===== src/rtl/psum_drain.sv =====
// Column drain: accumulates K passes of partial sums per row, then requantizes
// each row to int8 and streams it out over a valid/ready port.
module psum_drain #(
  parameter int OW    = 19,
  parameter int AW    = 24,
  parameter int DEPTH = 16,
  parameter int RW    = $clog2(DEPTH)
) (
  input  logic              clk,
  input  logic              rst_n,
  input  logic              start,
  input  logic [RW:0]       num_row,
  input  logic [3:0]        num_pass,
  input  logic [4:0]        shift,
  input  logic              psum_vld,
  input  logic [OW-1:0]     psum,
  output logic              out_vld,
  input  logic              out_rdy,
  output logic [7:0]        out_data,
  output logic              out_last,
  output logic              busy,
  output logic              done,
  output logic              err
);

  typedef enum logic [1:0] {IDLE, ACC, EMIT} state_t;

  localparam logic [RW:0]        ROW_ONE = 1;
  localparam logic signed [AW:0] MAXV    = 127;
  localparam logic signed [AW:0] MINV    = -128;

  state_t state, state_nx;

  logic signed [AW-1:0] acc [DEPTH];
  logic [RW:0]          row_cnt, num_row_q;
  logic [3:0]           pass_cnt, num_pass_q;
  logic [4:0]           shift_q;

  logic [RW-1:0]        idx;
  logic signed [AW-1:0] psum_ext, acc_rd;
  logic                 sample, last_row, last_pass, xfer, load;
  logic signed [AW:0]   ext, rnd, sum, r;
  logic [7:0]           q;

  always_comb begin
    idx       = row_cnt[RW-1:0];
    psum_ext  = AW'(signed'(psum));
    acc_rd    = acc[idx];
    sample    = (state == ACC) && psum_vld;
    last_row  = (row_cnt == num_row_q - ROW_ONE);
    last_pass = (pass_cnt == num_pass_q - 4'd1);
    xfer      = out_vld && out_rdy;
    load      = (state == EMIT) && (row_cnt < num_row_q) && (!out_vld || out_rdy);
  end

  // Round-half-up then arithmetic shift, one bit wider so the bias cannot overflow.
  always_comb begin
    ext = (AW+1)'(acc_rd);
    rnd = (shift_q == 5'd0) ? '0 : ((AW+1)'(1) << (shift_q - 5'd1));
    sum = ext + rnd;
    r   = sum >>> shift_q;
    if (r > MAXV)      q = 8'h7F;
    else if (r < MINV) q = 8'h80;
    else               q = r[7:0];
  end

  always_ff @(posedge clk or negedge rst_n) begin
    if (!rst_n) state <= IDLE;
    else        state <= state_nx;
  end

  always_comb begin
    state_nx = state;
    case (state)
      IDLE:    if (start) state_nx = ACC;
      ACC:     if (sample && last_row && last_pass) state_nx = EMIT;
      EMIT:    if (xfer && out_last) state_nx = IDLE;
      default: state_nx = IDLE;
    endcase
  end

  // Array read is combinational, so a write at one edge is visible to the
  // next cycle's read-modify-write even when num_row is 1.
  always_ff @(posedge clk) begin
    if (sample) acc[idx] <= (pass_cnt == 4'd0) ? psum_ext : acc_rd + psum_ext;
  end

  always_ff @(posedge clk or negedge rst_n) begin
    if (!rst_n) begin
      row_cnt    <= '0;
      pass_cnt   <= '0;
      num_row_q  <= ROW_ONE;
      num_pass_q <= 4'd1;
      shift_q    <= '0;
      out_vld    <= 1'b0;
      out_data   <= '0;
      out_last   <= 1'b0;
      done       <= 1'b0;
      err        <= 1'b0;
    end else begin
      done <= (state == EMIT) && xfer && out_last;
      if (psum_vld && state != ACC)  err <= 1'b1;
      else if (state == IDLE && start) err <= 1'b0;
      case (state)
        IDLE: if (start) begin
          num_row_q  <= (num_row == '0) ? ROW_ONE : num_row;
          num_pass_q <= (num_pass == 4'd0) ? 4'd1 : num_pass;
          shift_q    <= shift;
          row_cnt    <= '0;
          pass_cnt   <= '0;
        end
        ACC: if (sample) begin
          if (last_row) begin
            row_cnt  <= '0;
            pass_cnt <= pass_cnt + 4'd1;
          end else begin
            row_cnt  <= row_cnt + ROW_ONE;
          end
        end
        EMIT: begin
          if (load) begin
            out_data <= q;
            out_last <= last_row;
            out_vld  <= 1'b1;
            row_cnt  <= row_cnt + ROW_ONE;
          end else if (xfer) begin
            out_vld  <= 1'b0;
          end
        end
        default: ;
      endcase
    end
  end

  assign busy = (state != IDLE);

endmodule


===== config.mk =====
export PLATFORM = sky130hd
export DESIGN_NAME = psum_drain
export DESIGN_NICKNAME = d
export VERILOG_FILES = /design/src/rtl/psum_drain.sv
export SDC_FILE = /design/constraint.sdc
export NUM_CORES = 1
export LEC_CHECK = 0
export BUFFER_PORTS_ARGS = -buffer_cell sky130_fd_sc_hd__buf_2
export CAP_MARGIN = 15
export CORE_MARGIN = 3
export CORE_UTILIZATION = 60
export CTS_CLUSTER_DIAMETER = 120
export CTS_CLUSTER_SIZE = 28
export DETAILED_ROUTE_END_ITERATION = 10
export PLACE_DENSITY_LB_ADDON = 0.25
export SETUP_SLACK_MARGIN = 0.4
export SYNTH_ARGS = -nofsm -noshare
export SYNTH_HDL_FRONTEND = slang
export SYNTH_SLANG_ARGS = --single-unit

===== constraint.sdc =====
create_clock -name clk -period 17.8 [get_ports clk]
set_clock_uncertainty 0.15 [all_clocks]
set_input_delay 0.89 -clock clk [delete_from_list [all_inputs] [get_ports clk]]
set_output_delay 0.89 -clock clk [all_outputs]
set_load 0.02 [all_outputs]

# Word-level counts from Yosys, hierarchy flattened
# Memories as Yosys holds them, arrays and structs flattened.
# Index checks and enable logic that the tools add are counted.
[word_totals] register_bits=37 latch_bits=0 ram_bits=384 rom_bits=0 input_bits=38 output_inout_bits=13 word_cells=89 mem_count=1
[mem_list] name="acc" words=16 width=24 read_ports=1 rd_ports_with_merged_regs=0 write_ports=1 line="34" rtl="logic signed [AW-1:0] acc [DEPTH];"
[op_classes] add_sub_neg=7 n_mul=0 div_mod_pow=0 n_lt_le_gt_ge=3 eq_ne=11 n_shift=2 muxes=25 n_bitwise=0 reduce_logical=29
[op_table] cell="adder 24 x 25 -> 25 bit" count=1
[op_table] cell="> comparator 25 x 8 -> 1 bit, second input constant" count=1
[op_table] cell="< comparator 25 x 8 -> 1 bit, second input constant" count=1
[op_table] cell="two-way mux 25 bit" count=1
[op_table] cell="two-way mux 5 bit" count=5
[op_table] cell="left shift 1 x 5 -> 25 bit, first input constant" count=1
[op_table] cell=">>> shifter 25 x 5 -> 25 bit" count=1
[op_table] cell="adder 24 x 19 -> 24 bit" count=1
[op_table] cell="two-way mux 24 bit" count=1
[op_table] cell="two-way mux 4 bit" count=4
[op_table] cell="two-way mux 8 bit" count=2
[op_table] cell="one-hot mux 5 bit (3 select lines)" count=1
[op_table] cell="logical AND 1 bit" count=11
[op_table] cell="logical NOT 5 bit" count=2
[op_table] cell="subtractor 5 x 1 -> 5 bit, second input constant" count=2
[op_table] cell="logical NOT 4 bit" count=2
[op_table] cell="inequality test 2 bit, second input constant" count=4
[op_table] cell="one-hot mux 4 bit (2 select lines)" count=1
[op_table] cell="AND reduction 4 bit" count=2
[op_table] cell="nonzero test 2 bit" count=4
[op_table] cell="two-way mux 1 bit" count=6
[op_table] cell="two-way mux 2 bit" count=3
[op_table] cell="inequality test 2 x 1 -> 1 bit, second input constant" count=3
[op_table] cell="one-hot mux 2 bit (3 select lines)" count=1
[op_table] cell="14 further kinds" count=16

# Longest topological paths before layout
[depth] depth_word=8 ltp_mapped=21 mapped_depth_nobuf=18

# Worst setup path before layout
# Ideal clock, no wire load.
[synth_timing] path_kind="register to register" start="register row_cnt[0]" end="register out_data[5]" setup_time_ps=96 arrival_time_ps=6049 required_ps=17554 path_slack_ps=11506 path_stages_with_launch=19 n_path_buf=3 synth_period_minus_slack_ps=6294 cell_sequence="dfrtp_1 > buf_6 > clkbuf_1 > buf_1 > mux4_2 > mux4_2 > ha_1 > a21o_1 > or3_4 > o21a_4 > a311oi_2 > mux2_1 > or2_1 > mux4_2 > o221ai_1 > a21oi_1 > nor4_1 > a31oi_1 > o31ai_1"
[synth_via] elab_chain_cells=6 elab_cells_between_ends=11 cone_classes="add/sub (1); order compare (3); shift (1); mux (2); reduce/logical (3); memory (1)"
[synth_rtl] item="start: declaration" line="35" rtl="logic [RW:0] row_cnt, num_row_q;"
[synth_rtl] item="start signal: assignment" line="117" rtl="row_cnt <= row_cnt + ROW_ONE;"
[synth_rtl] item="start signal: assignment" line="125" rtl="row_cnt <= row_cnt + ROW_ONE;"
[synth_rtl] item="memory (16 x 24 bit)"
[synth_rtl] item="adder 24 x 25 -> 25 bit" line="60" rtl="sum = ext + rnd;"
[synth_rtl] item=">>> shifter 25 x 5 -> 25 bit" line="61" rtl="r = sum >>> shift_q;"
[synth_rtl] item="< comparator 25 x 8 -> 1 bit" line="63" rtl="else if (r < MINV) q = 8'h80;"
[synth_rtl] item="two-way mux 8 bit" line="63"
[synth_rtl] item="two-way mux 8 bit" line="62" rtl="if (r > MAXV) q = 8'h7F;"
[synth_rtl] item="end signal: assignment" line="122" rtl="out_data <= q;"
[synth_rtl] item="end: declaration" line="19" rtl="output logic [7:0] out_data,"
# Several ways; a longest one is shown, not always the timed one.
# A chain may end at the register's enable or synchronous reset.

# Worst setup path after layout
[layout_timing] start="register row_cnt[0]" end="memory acc[13][23], data pin"
[layout_via] elab_chain_cells=3
[layout_rtl] item="memory (16 x 24 bit)"
[layout_rtl] item="adder 24 x 19 -> 24 bit" line="85" rtl="if (sample) acc[idx] <= (pass_cnt == 4'd0) ? psum_ext : acc_rd + psum_ext;"
[layout_rtl] item="two-way mux 24 bit" line="85"
[layout_rtl] item="end: declaration" line="34"
# Every way passes these cells.

==> metrics.md <==
| Metric | Value |
|---|---|
| Worst hold margin | 281.2 ps |
| Largest net degree at the start of global routing | 56 |
| Cell Count, Final, Fillers Out | roughly 2,000 |
| Critical Path End Type | flip-flop |
| Synth top area share | 0.5379 |
| Yosys reg bits | ~420 |
| Router iterations before antenna repair | 7 |
| Leakage | approximately 7.8 nW |
| Fraction of layout cells with a size suffix above 1 | 0.2167 |
| Largest cells by area after synthesis | edfxtp_1 (54%), mux4_2 (13%), dfrtp_1 (4.1%) |
| Kind of critical path | reg2reg |
| Max cap viols | 0 |
| Crit Path Max Fanout | 42 |
| Detailed placement HPWL | around 32,000 um |
| Leading area contributor after synthesis | edfxtp_1 |
| Worst-Margin Slew | roughly 1200 ps |
| Distinct cells, synth | 99 |
| Power density over the cells | ~160 nW/um2 |
| Seq/Total Area, Yosys | 0.5812 |
| # rows | 68 |
| Most instantiated cells after synthesis | edfxtp_1 (384), mux4_2 (128), nor2_1 (113) |
| Final period util | 0.4338 |
| Worst Hold Class | in2async |
| Ports | between 50 and 60 |
| Die Span Y | between 150 and 200 um |
| Cts bufs inserted | 19 |
| Area grow syn2layout | 7.261% |
| Critical path's largest stage delay | roughly 770 ps |
| Root Buffer | clkbuf_16 |
| Fin crit period | approximately 7700 ps |
| Req. time, crit path | roughly 18,000 ps |
| Cells along the critical path | buf_4, buf_4, mux4_2, mux4_2, ha_1, a21o_1, a21oi_1, o21a_1, o21ai_0, a41oi_1, a211oi_1, nor4b_1, nor3_1, a41o_1, o41ai_1, mux2_2, xor2_1 |
| Vias in the first global route | about 13,000 |
| Chip width | roughly 200 um |
| R2R Setup Slk | 10,080 ps |
| Gate Count Post-Synth | about 1,500 |
| WL per Instance | between 20 and 30 um |
| Post-CTS Hold Buffers | 0 |
| Slew headroom | 0.2044 |
| Total setup buffers inserted after CTS | 0 |
| Clock sinks | around 420 |
| Final WL | 51,510 um |
| Worst skew pair latency | 550 ps |
| GP Congestion | between 0.9 and 1 |
| Peak supply drop | 0.1505 mV |
| Total power | around 0.0038 W |
| Antenna Diode Count | 0 |
| Die Area | 38,030 um2 |
| H-tree depth | 1 |
| Setup violators final | 0 |
| Status | complete, no violations |
| Mapped Nets | roughly 1,600 |
| CP arrival | slightly below 8000 ps |
| Unrepaired setup endpoints after global routing | false |
| F_max | 129.5 MHz |
| Final hold vios | 0 |
| Residual DRC | 0 |
| Crit path max-delay cell type | buf_4 |
| CTS max path bufs | 3 |
| EDFF count, synth | around 380 |
| Overflow after GRT | 0 |
| Total number of vias | 13,410 |
| Initial DRC Count | roughly 1,500 |
| Routed Antenna Nets | 0 |
| Ys async rst share | 0.08789 |
| Synth warn | 0 |
| Ys flop type | edfxtp_1 |
| Vias/cell | about 6.7 |
| Post-Place Cells | just under 2,000 |
| PostCTS Resize Cnt | 0 |
| Most common cell in the netlist | edfxtp_1 |
| CTS clk-pin slew, worst paths | around 110 ps |
| Mapped Area | about 21,000 um2 |
| Mapped Avg Cell Area | about 14 um2 |
| CP Launch Type | flip-flop |
| Filler instances | roughly 2,500 |
| Max-slew violations | 0 |
| NumNets Final | roughly 1,600 |
| Core Box Area | 34,880 um2 |
| IO Port Bufs | 50 |
| Setup_tns | 0 ps |
| Initial core utilization | 0.6145 |
| First-pass GRT wire length | between 70,000 and 80,000 um |
| CTS tree | built |
| Antenna violations before repair | 0 |
| Gr usage total | 0.2710 |
cells in the final DEF, fill, tap and decap left out, types with 10 or more instances in the layout:
cell type | Yosys | final
a211oi_1 | 13 | 13
a21o_1 | 19 | 19
a21oi_1 | 46 | 46
a31oi_1 | 13 | 13
buf_2 | 6 | 50
buf_4 | 2 | 45
clkbuf_16 | 0 | 19
dfrtp_1 | 35 | 31
edfxtp_1 | 384 | 384
ha_1 | 65 | 65
inv_1 | 42 | 42
mux2_2 | 21 | 21
mux2i_1 | 19 | 19
mux4_2 | 128 | 128
nand2_1 | 96 | 96
nand2b_1 | 16 | 16
nand3_1 | 32 | 32
nor2_1 | 113 | 103
nor2b_1 | 10 | 10
nor3_1 | 35 | 29
o211ai_1 | 11 | 11
o21a_1 | 11 | 11
o21ai_0 | 81 | 81
o31ai_1 | 18 | 18
xnor2_1 | 28 | 28
xor2_1 | 15 | 15
sequential cells by signal (all words and copies together) (netlist names), 2 cells and up:
register    cells
row_cnt         5
acc           384
num_row_q       5
shift_q         5
num_pass_q      4
out_data        8
pass_cnt        4
state           2
per-stage QoR:
step | utilization | instance area, um2 | setup WS, ps
6_report | 0.6591 | 22990 | 10080
5_1_grt | 0.6591 | 22990 | 9299
4_1_cts | 0.6584 | 22970 | 10020
3_5_place_dp | 0.6426 | 22420 | 10090
3_3_place_gp | 0.6419 | 22390 | 10220
2_1_floorplan | - | 21440 | 11510
layer usage:
metal | GRT usage | vias to the layer above | share of wire
li1 | - | 5953 | -
met1 | 0.3970 | 6691 | 0.41
met2 | 0.4315 | 666 | 0.47
met3 | 0.03934 | 96 | 0.082
met4 | 0.08186 | 0 | 0.036
met5 | 0 | - | 0
area by class of cell:
| class | instances | area [um2] | area share |
|---|---|---|---|
| inverter | 44 | 165.2 | 0.007183 |
| timing repair buffer | 98 | 643.1 | 0.02797 |
| multi-input combinational | 947 | 8598 | 0.3739 |
| tap | 455 | 569.3 | 0.02476 |
| clock inverter | 3 | 43.79 | 0.001905 |
| sequential | 421 | 12470 | 0.5423 |
| clock buffer | 24 | 504.2 | 0.02193 |
power by group:
group / leakage [nW] / total (W) / switching, W / internal (W)
Combinational: 3.62 / 0.00186 / 0.00116 / 0.000705
Clock: 0.262 / 0.000497 / 0.000292 / 0.000206
Sequential: 3.90 / 0.00143 / 0.0000487 / 0.00138
Total: 7.78 / 0.00379 / 0.00150 / 0.00229
worst paths after layout:
check | to | from | cells past startpoint
worst max-delay path | acc[13][23]$_DFFE_PP_ | row_cnt[0]$_DFFE_PN0P_ | 17
worst min-delay path | shift_q[1]$_DFFE_PN0P_ | rst_n | 1
worst max register to register | acc[13][23]$_DFFE_PP_ | row_cnt[0]$_DFFE_PN0P_ | 17
worst min register to register | out_data[7]$_DFFE_PN0P_ | out_data[7]$_DFFE_PN0P_ | 2
max in group asynchronous | row_cnt[1]$_DFFE_PN0P_ | rst_n | 1
min in group clk | out_data[7]$_DFFE_PN0P_ | out_data[7]$_DFFE_PN0P_ | 2
cells by family (layout without fill, tap and decap cells):
kind of cell	count (synthesis)	in the layout	share of synthesized area
muxes	170	170	0.1556
and+or+nand+nor	360	360	0.08002
adders and majority gates	67	67	0.03981
buffers and inverters	121	169	0.02294
DFF	421	421	0.5812
xor gates and xnor gates	45	45	0.01909
AOI/OAI and AO/OA	305	305	0.1013
worst max-delay path: cells and delay by family, from the launching register on:
| family | cells | cell delay (ps) |
|---|---|---|
| AO/OA/AOI/OAI | 8 | 1910 |
| buffers and inverters | 2 | 1520 |
| multiplexers | 3 | 1520 |
| XOR/XNOR | 1 | 740 |
| flip-flops | 1 | 670 |
| AND/OR/NAND/NOR | 2 | 480 |
| adder cells (fa/ha/maj) | 1 | 300 |
No activity file was read; power rests on OpenSTA's default activity.
